$ cat src/rtl/matmul_stream_sequencer.sv
// Operand/result sequencer for a combinational MxKxN matmul-accumulate datapath.
// Loads A, B and C from a single element stream, captures D = f(A,B,C) once,
// then drains D back out as a row-major element stream with backpressure.
module matmul_stream_sequencer #(
  parameter int unsigned M = 2,
  parameter int unsigned N = 2,
  parameter int unsigned K = 2,
  parameter int unsigned P = 8
) (
  input  logic                          clk_i,
  input  logic                          rst_ni,
  input  logic signed [4*P-1:0]         in_data_i,
  input  logic                          in_valid_i,
  output logic                          in_ready_o,
  output logic [M-1:0][K-1:0][P-1:0]    A_o,
  output logic [K-1:0][N-1:0][P-1:0]    B_o,
  output logic [M-1:0][N-1:0][4*P-1:0]  C_o,
  input  logic [M-1:0][N-1:0][4*P-1:0]  D_i,
  output logic signed [4*P-1:0]         out_data_o,
  output logic                          out_valid_o,
  input  logic                          out_ready_i,
  output logic                          done_o
);

  localparam int unsigned DW   = 4 * P;
  localparam int unsigned MK   = M * K;
  localparam int unsigned KN   = K * N;
  localparam int unsigned MN   = M * N;
  localparam int unsigned CMAX = (MK > KN) ? ((MK > MN) ? MK : MN) : ((KN > MN) ? KN : MN);
  localparam int unsigned CW   = (CMAX > 1) ? $clog2(CMAX) : 1;

  typedef enum logic [2:0] {
    LOAD_A  = 3'd0,
    LOAD_B  = 3'd1,
    LOAD_C  = 3'd2,
    COMPUTE = 3'd3,
    DRAIN   = 3'd4
  } state_e;

  state_e          state_q, state_d;
  logic [CW-1:0]   cnt_q, cnt_d;
  logic            ld_a, ld_b, ld_c, capture;

  logic [MK-1:0][P-1:0]  a_q;
  logic [KN-1:0][P-1:0]  b_q;
  logic [MN-1:0][DW-1:0] c_q;
  logic [MN-1:0][DW-1:0] res_q;

  // Flat row-major storage has the same bit layout as the 2-D operand ports.
  assign A_o = a_q;
  assign B_o = b_q;
  assign C_o = c_q;

  // State and element counter registers.
  always_ff @(posedge clk_i or negedge rst_ni) begin
    if (!rst_ni) begin
      state_q <= LOAD_A;
      cnt_q   <= '0;
    end else begin
      state_q <= state_d;
      cnt_q   <= cnt_d;
    end
  end

  // Next-state, counter and handshake decode.
  always_comb begin
    state_d     = state_q;
    cnt_d       = cnt_q;
    in_ready_o  = 1'b0;
    out_valid_o = 1'b0;
    done_o      = 1'b0;
    ld_a        = 1'b0;
    ld_b        = 1'b0;
    ld_c        = 1'b0;
    capture     = 1'b0;
    case (state_q)
      LOAD_A: begin
        in_ready_o = 1'b1;
        if (in_valid_i) begin
          ld_a = 1'b1;
          if (cnt_q == CW'(MK - 1)) begin
            state_d = LOAD_B;
            cnt_d   = '0;
          end else begin
            cnt_d = cnt_q + CW'(1);
          end
        end
      end
      LOAD_B: begin
        in_ready_o = 1'b1;
        if (in_valid_i) begin
          ld_b = 1'b1;
          if (cnt_q == CW'(KN - 1)) begin
            state_d = LOAD_C;
            cnt_d   = '0;
          end else begin
            cnt_d = cnt_q + CW'(1);
          end
        end
      end
      LOAD_C: begin
        in_ready_o = 1'b1;
        if (in_valid_i) begin
          ld_c = 1'b1;
          if (cnt_q == CW'(MN - 1)) begin
            state_d = COMPUTE;
            cnt_d   = '0;
          end else begin
            cnt_d = cnt_q + CW'(1);
          end
        end
      end
      COMPUTE: begin
        capture = 1'b1;
        state_d = DRAIN;
      end
      DRAIN: begin
        out_valid_o = 1'b1;
        if (out_ready_i) begin
          if (cnt_q == CW'(MN - 1)) begin
            done_o  = 1'b1;
            state_d = LOAD_A;
            cnt_d   = '0;
          end else begin
            cnt_d = cnt_q + CW'(1);
          end
        end
      end
      default: begin
        state_d = LOAD_A;
        cnt_d   = '0;
      end
    endcase
  end

  // Operand registers written at the counter position; held across frames.
  always_ff @(posedge clk_i or negedge rst_ni) begin
    if (!rst_ni) begin
      a_q <= '0;
      b_q <= '0;
      c_q <= '0;
    end else begin
      for (int unsigned i = 0; i < MK; i++)
        if (ld_a && (cnt_q == CW'(i))) a_q[i] <= in_data_i[P-1:0];
      for (int unsigned i = 0; i < KN; i++)
        if (ld_b && (cnt_q == CW'(i))) b_q[i] <= in_data_i[P-1:0];
      for (int unsigned i = 0; i < MN; i++)
        if (ld_c && (cnt_q == CW'(i))) c_q[i] <= in_data_i;
    end
  end

  // Result snapshot taken at the end of the single COMPUTE cycle.
  always_ff @(posedge clk_i or negedge rst_ni) begin
    if (!rst_ni) begin
      res_q <= '0;
    end else if (capture) begin
      res_q <= D_i;
    end
  end

  // Output element mux, driven in every state from the counter position.
  always_comb begin
    out_data_o = '0;
    for (int unsigned i = 0; i < MN; i++)
      if (cnt_q == CW'(i)) out_data_o = res_q[i];
  end

endmodule
$ cat config.mk
export PLATFORM = sky130hd
export DESIGN_NAME = matmul_stream_sequencer
export DESIGN_NICKNAME = d
export VERILOG_FILES = /design/src/rtl/matmul_stream_sequencer.sv
export SDC_FILE = /design/constraint.sdc
export NUM_CORES = 1
export LEC_CHECK = 0
export CORE_ASPECT_RATIO = 1.2
export CORE_MARGIN = 8
export CORE_UTILIZATION = 43
export CTS_CLUSTER_DIAMETER = 100
export CTS_CLUSTER_SIZE = 16
export DETAILED_ROUTE_END_ITERATION = 12
export GPL_TIMING_DRIVEN = 0
export PLACE_DENSITY = 0.84
export RECOVER_POWER = 50
export SETUP_SLACK_MARGIN = 0.05
export SYNTH_ARGS = -nofsm -noshare
export SYNTH_HDL_FRONTEND = slang
export SYNTH_SLANG_ARGS = --single-unit
$ cat constraint.sdc
create_clock -name clk_i -period 1.8 [get_ports clk_i]
set_input_delay 0.27 -clock clk_i [delete_from_list [all_inputs] [get_ports clk_i]]
set_output_delay 0.27 -clock clk_i [all_outputs]
set_load 0.005 [all_outputs]
* Word level (Yosys, flattened, before mapping)
Cells that the tools add are included.
** Word-level totals
- Flip-flop bits (word level) :: 325
- Bits of input ports :: 164
- Output and inout port bits :: 227
- Logic and storage cells :: 80
** Cells by class
- $add $sub $neg :: 1
- Eq/ne operators :: 16
- Muxes and demuxes :: 27
- Bitwise gates (word level) :: 1
- Reduce and logical (&&, ||, !) cells :: 17
** Operators with widths (number)
- 32-bit 2-to-1 mux :: 4
- 3-bit 2-to-1 mux :: 8
- 2-bit != test, second input constant :: 8
- 3-bit case mux with 5 select lines :: 1
- 1-bit logical AND :: 12
- 1-bit 2-to-1 mux :: 10
- 8-bit AND reduction :: 1
- 3-bit by 2-bit equality test with 1-bit output, second input constant :: 2
- 2-bit 2-to-1 mux :: 3
- 2-bit case mux with 3 select lines :: 1
- 2-bit equality test, second input constant :: 2
- 3-bit by 1-bit equality test with 1-bit output, second input constant :: 1
- 3-bit equality test, second input constant :: 1
- 3-bit logical NOT :: 1
- 3-bit AND reduction :: 1
- 3-bit OR reduction :: 1
- 2-bit by 1-bit adder with 2-bit output, second input constant :: 1
- 2-bit by 1-bit equality test with 1-bit output, second input constant :: 1
- 2-bit logical NOT :: 1
- 2-bit by 1-bit != test with 1-bit output, second input constant :: 1
- 1-bit inverter :: 1

* Depth between registers and ports, before layout
- Depth in word-level cells :: 5
- Mapped depth :: 8
- Gate-level depth less buffers :: 5

* Least setup slack after synthesis
No wires, ideal clock.
- Kind :: register to register
- Start :: register cnt_q[0]
- End :: register c_q, in the netlist C_o[10]
- Setup time :: 0.125 ns
- Arrival time :: 1.719 ns
- Required time :: 1.675 ns
- Setup slack :: -0.044 ns
- Stages on the path, launching flop included :: 9
- Path buffers :: 3
- Clock period less this slack :: 1.844 ns
- Cells stage by stage :: dfrtp_1 > inv_1 > ha_1 > buf_4 > nand2_4 > or3_1 > buf_2 > buf_6 > mux2_4
** On the way
- Cells in the longest elaborated chain, start to end :: 2
** RTL lines
- from (decl) :: RTL line 41 : logic [CW-1:0] cnt_q, cnt_d;
- from (signal assigned) :: RTL line 61 : cnt_q <= cnt_d;
- 2-bit logical NOT :: RTL line 148 : if (ld_c && (cnt_q == CW'(i))) c_q[i] <= in_data_i;
- 1-bit logical AND :: RTL line 148
- to (signal, indexed assignment) :: RTL line 148
- to (decl) :: RTL line 46 : logic [MN-1:0][DW-1:0] c_q;
Every way passes these cells.
A chain may end at the register's enable or synchronous reset.

* Worst setup path after layout
- Start :: register cnt_q[0]
- End :: output port out_data_o[12]
** On the way
- Cells in the longest elaborated chain, start to end :: 5
- Elaborated cells on any way between the ends :: 8
- Classes of those cells :: eq/ne (3); mux (4); reduce/logical (1)
** RTL lines
- 2-bit logical NOT :: RTL line 165 : if (cnt_q == CW'(i)) out_data_o = res_q[i];
- 32-bit 2-to-1 mux (3 in a row) :: RTL line 165
- 32-bit 2-to-1 mux * :: RTL line 165
- to (decl) :: RTL line 19 : output logic signed [4*P-1:0] out_data_o,
Every way passes the cells marked *; elsewhere a longest branch is shown, timed or not.

==> impl_metrics.py <==
metrics = {
    "timing": {
        "hold_violations": 0,
        "postLayoutSetupSlackWorst_ns": -0.604,
        "tightest_slew_ns": 1.46,
        "min_period_ns": 2.40,
        "clock_skew_ns": 0.0160,
        "setup_tns_ns": -70.30,
        "slew_viol_final": 0,
        "final-setup-viol-count": 394,
        "holdWs_ns": 0.0757,
        "max_slew_margin_pct": 2.92,
        "post-route-period-util_pct": 134,
        "fmax_ghz": 0.416,
        "rsz0062_at_grt": "true",
    },
    "placement": {
        "hpwl_um": 30000,
        "dpl.cell_count": 1742,
        "place.gp.congestion": 0.806,
        "placement.io_buffers": 389,
    },
    "synthesis": {
        "syn_nets": 1118,
        "syn_inst": 950,
        "ys_seq_elements": 325,
        "ys_top_cells_by_area": "dfrtp_1 60%, mux2_2 24%, mux2_4 3.3%",
        "yosys.area.top_type": "dfrtp_1",
        "yosysWarnings": 0,
        "synth-main-ff-cell": "dfrtp_1",
        "async_flop_share_pct": 100,
        "seq_area_frac_synth_pct": 60.1,
        "ys_types": 31,
        "synth_edf_count": 0,
        "synth_top_area_share_pct": 60.1,
        "syn_area_sq_mm": 0.0135,
        "synth_area_per_cell_sq_um": 14.2,
    },
    "power_and_ir_drop": {
        "clkPwrFrac_pct": 14.1,
        "p_sw_share_pct": 32.8,
        "p_int_w": 0.0238,
        "ir_drop_mv": 1.02,
        "p_sw_w": 0.0116,
        "pwr-share-comb_pct": 50.8,
        "power.density_mw_per_mm2": 1670,
        "power.total_w": 0.0354,
        "power.share.sequential_pct": 35.1,
        "power.leakage_nw": 9.48,
    },
    "floorplan": {
        "placementRows": 71,
        "io_pins": 391,
        "die-width_um": 178,
        "die_y_um": 210,
        "core_area_sq_mm": 0.0312,
        "dieArea_sq_mm": 0.0374,
        "start_util_pct": 43.4,
    },
    "global_routing": {
        "grt_use_total_pct": 22.5,
        "grt_overflow": 0,
        "grt_pass1_wl_um": 65500,
        "grt_pass1_vias": 10600,
        "antenna_found_initial": 1,
        "grt_max_degree": 126,
    },
    "run_status": {
        "status": "finished, violations left",
        "violations": "setup timing",
    },
    "clocking": {
        "htreeDepth": 1,
        "clockBufferDepth": 3,
        "clock_latency_ns": 0.54,
        "cts_root_buf": "clkbuf_16",
        "path_clk_slew_ns": 0.08,
        "cts_tree": "built",
        "cts_buffers": 24,
        "clkSinkCount": 325,
    },
    "cells_and_area": {
        "fin_cells": 1848,
        "layout.nets": 1615,
        "diodes": 0,
        "drive_gt1_share_pct": 43.1,
        "area_delta_synth_final_pct": 56.3,
        "final_cell_mix": "351 x clkdlybuf4s50_1, 324 x dfrtp_1, 178 x mux2_2",
        "final_common_cell": "clkdlybuf4s50_1",
    },
    "hold_path": {
        "min_path_type": "in2reg",
    },
    "routing": {
        "initialDrtViolationCount": 501,
        "vias": 9754,
        "drc": 0,
        "drtAntennaViolNets": 0,
        "dr.pass1.iters": 4,
        "via_per_inst": 5.28,
        "wl_per_cell_um": 24.3,
        "drt_wl_total_um": 44900,
    },
    "critical_path": {
        "max_stage_delay_ns": 0.48,
        "cp_data_arrival_time_ns": 2.13,
        "path_cells": "ha_4 -> clkbuf_16 -> buf_12 -> a21oi_2 -> o21ai_2 -> a22o_1 -> buf_2",
        "cp_max_fo": 10,
        "end_kind": "primary output",
        "cp.required_ns": 1.53,
        "cp_top_family": "flip-flops",
        "crit_type": "reg2out",
        "crit_slowest_cell": "dfrtp_2",
        "path_buf_inv": 3,
        "worst_setup_path_start_kind": "flop",
    },
    "flow_run": {
        "cap_violations": 0,
    },
}
[cells by family after synthesis]
kind of cell	count (synthesis)	synth area share, %
buffers and inverters	101	3.37
multiplexers	322	27.6
adder cells (fa/ha/maj)	4	0.370
flip-flops	325	60.1
AND/OR/NAND/NOR	63	2.51
AO/OA/AOI/OAI	135	5.98
[power by group through the flow]
stage	Clock (W)	Combinational (W)	Sequential, W
floorplan	0	0.00659	0.0119
global placement	0	0.0137	0.0120
detailed placement	0	0.0141	0.0122
CTS	0.00509	0.0166	0.0122
global route	0.00536	0.0191	0.0127
finish	0.00499	0.0180	0.0124
[through the flow]
step                utilization [%]  worst slack (ns)  instance area (sq um)
global placement               57.6            -13.49                  18000
detailed placement             57.8             -1.10                  18000
finish                         67.8            -0.604                  21100
global route                   67.8            -0.690                  21100
floorplan                         -          -0.00426                  13600
CTS                            65.0            -0.647                  20300
[synthesized netlist by cell type (3+ instances only)]
| master | n |
|---|---|
| a21oi_1 | 67 |
| a22o_1 | 32 |
| buf_1 | 7 |
| buf_2 | 22 |
| buf_4 | 7 |
| buf_6 | 3 |
| clkbuf_1 | 27 |
| dfrtp_1 | 325 |
| ha_1 | 4 |
| inv_1 | 35 |
| mux2_1 | 5 |
| mux2_2 | 286 |
| mux2_4 | 30 |
| nand2_1 | 35 |
| nand2b_1 | 4 |
| nand3b_1 | 4 |
| nand4b_1 | 4 |
| nor2_1 | 3 |
| nor2_2 | 6 |
| o21ai_0 | 33 |
[layout make-up]
cell class	count	area [sq um]
fillers	2092	10000
flip-flops and latches	325	8130
multi-input cells	524	5940
repair buffers	476	4950
plain buffers	61	838
clock buffers	25	626
well taps	401	502
inverters	35	134
clock inverters	1	16.3
[repair_timing]
action                     4_1_cts  5_1_grt
gates cloned                    13        5
resized for setup              433      162
hold buffers                     1        0
setup buffers                   40       29
pin swaps                       36       32
hold endpoints to repair       100        0
setup endpoints to repair      341      301
[sequential cells by signal, indices dropped and copies added (netlist names)]
signal   count
cnt_q        2
C_o        128
B_o         32
res_q      128
A_o         32
state_q      3
[final timing paths]
check	slack, ns	cells past startpoint	end	from
max reg2reg	-0.38	12	C_o[104]	cnt_q[0]
min	0.08	3	state_q[1]	in_valid_i
max in group asynchronous	-0.16	3	A_o[22]	rst_ni
min reg2reg	0.51	1	res_q[91]	res_q[91]
min in group asynchronous	0.66	2	C_o[84]	rst_ni
max	-0.60	7	out_data_o[12]	cnt_q[0]
[worst register-to-register path: stages, from the launching register on]
cell and delay (ns):
dfrtp_2 0.48, buf_6 0.14, ha_4 0.17, buf_6 0.13, buf_6 0.10, buf_6 0.10
buf_6 0.11, nand2b_4 0.08, nor2_4 0.05, buf_6 0.13, buf_6 0.12, buf_12 0.13
mux2_4 0.30
[per-layer routing]
metal | global-route usage, % | wire [um] | vias to the layer above
li1 | - | - | 4319
met4 | 5.67 | 1100 | 2
met1 | 25.8 | 17000 | 5014
met2 | 40.9 | 23600 | 355
met5 | 0 | 10 | -
met3 | 5.73 | 3270 | 64
Note: power is estimated with default switching activity, not from simulation.
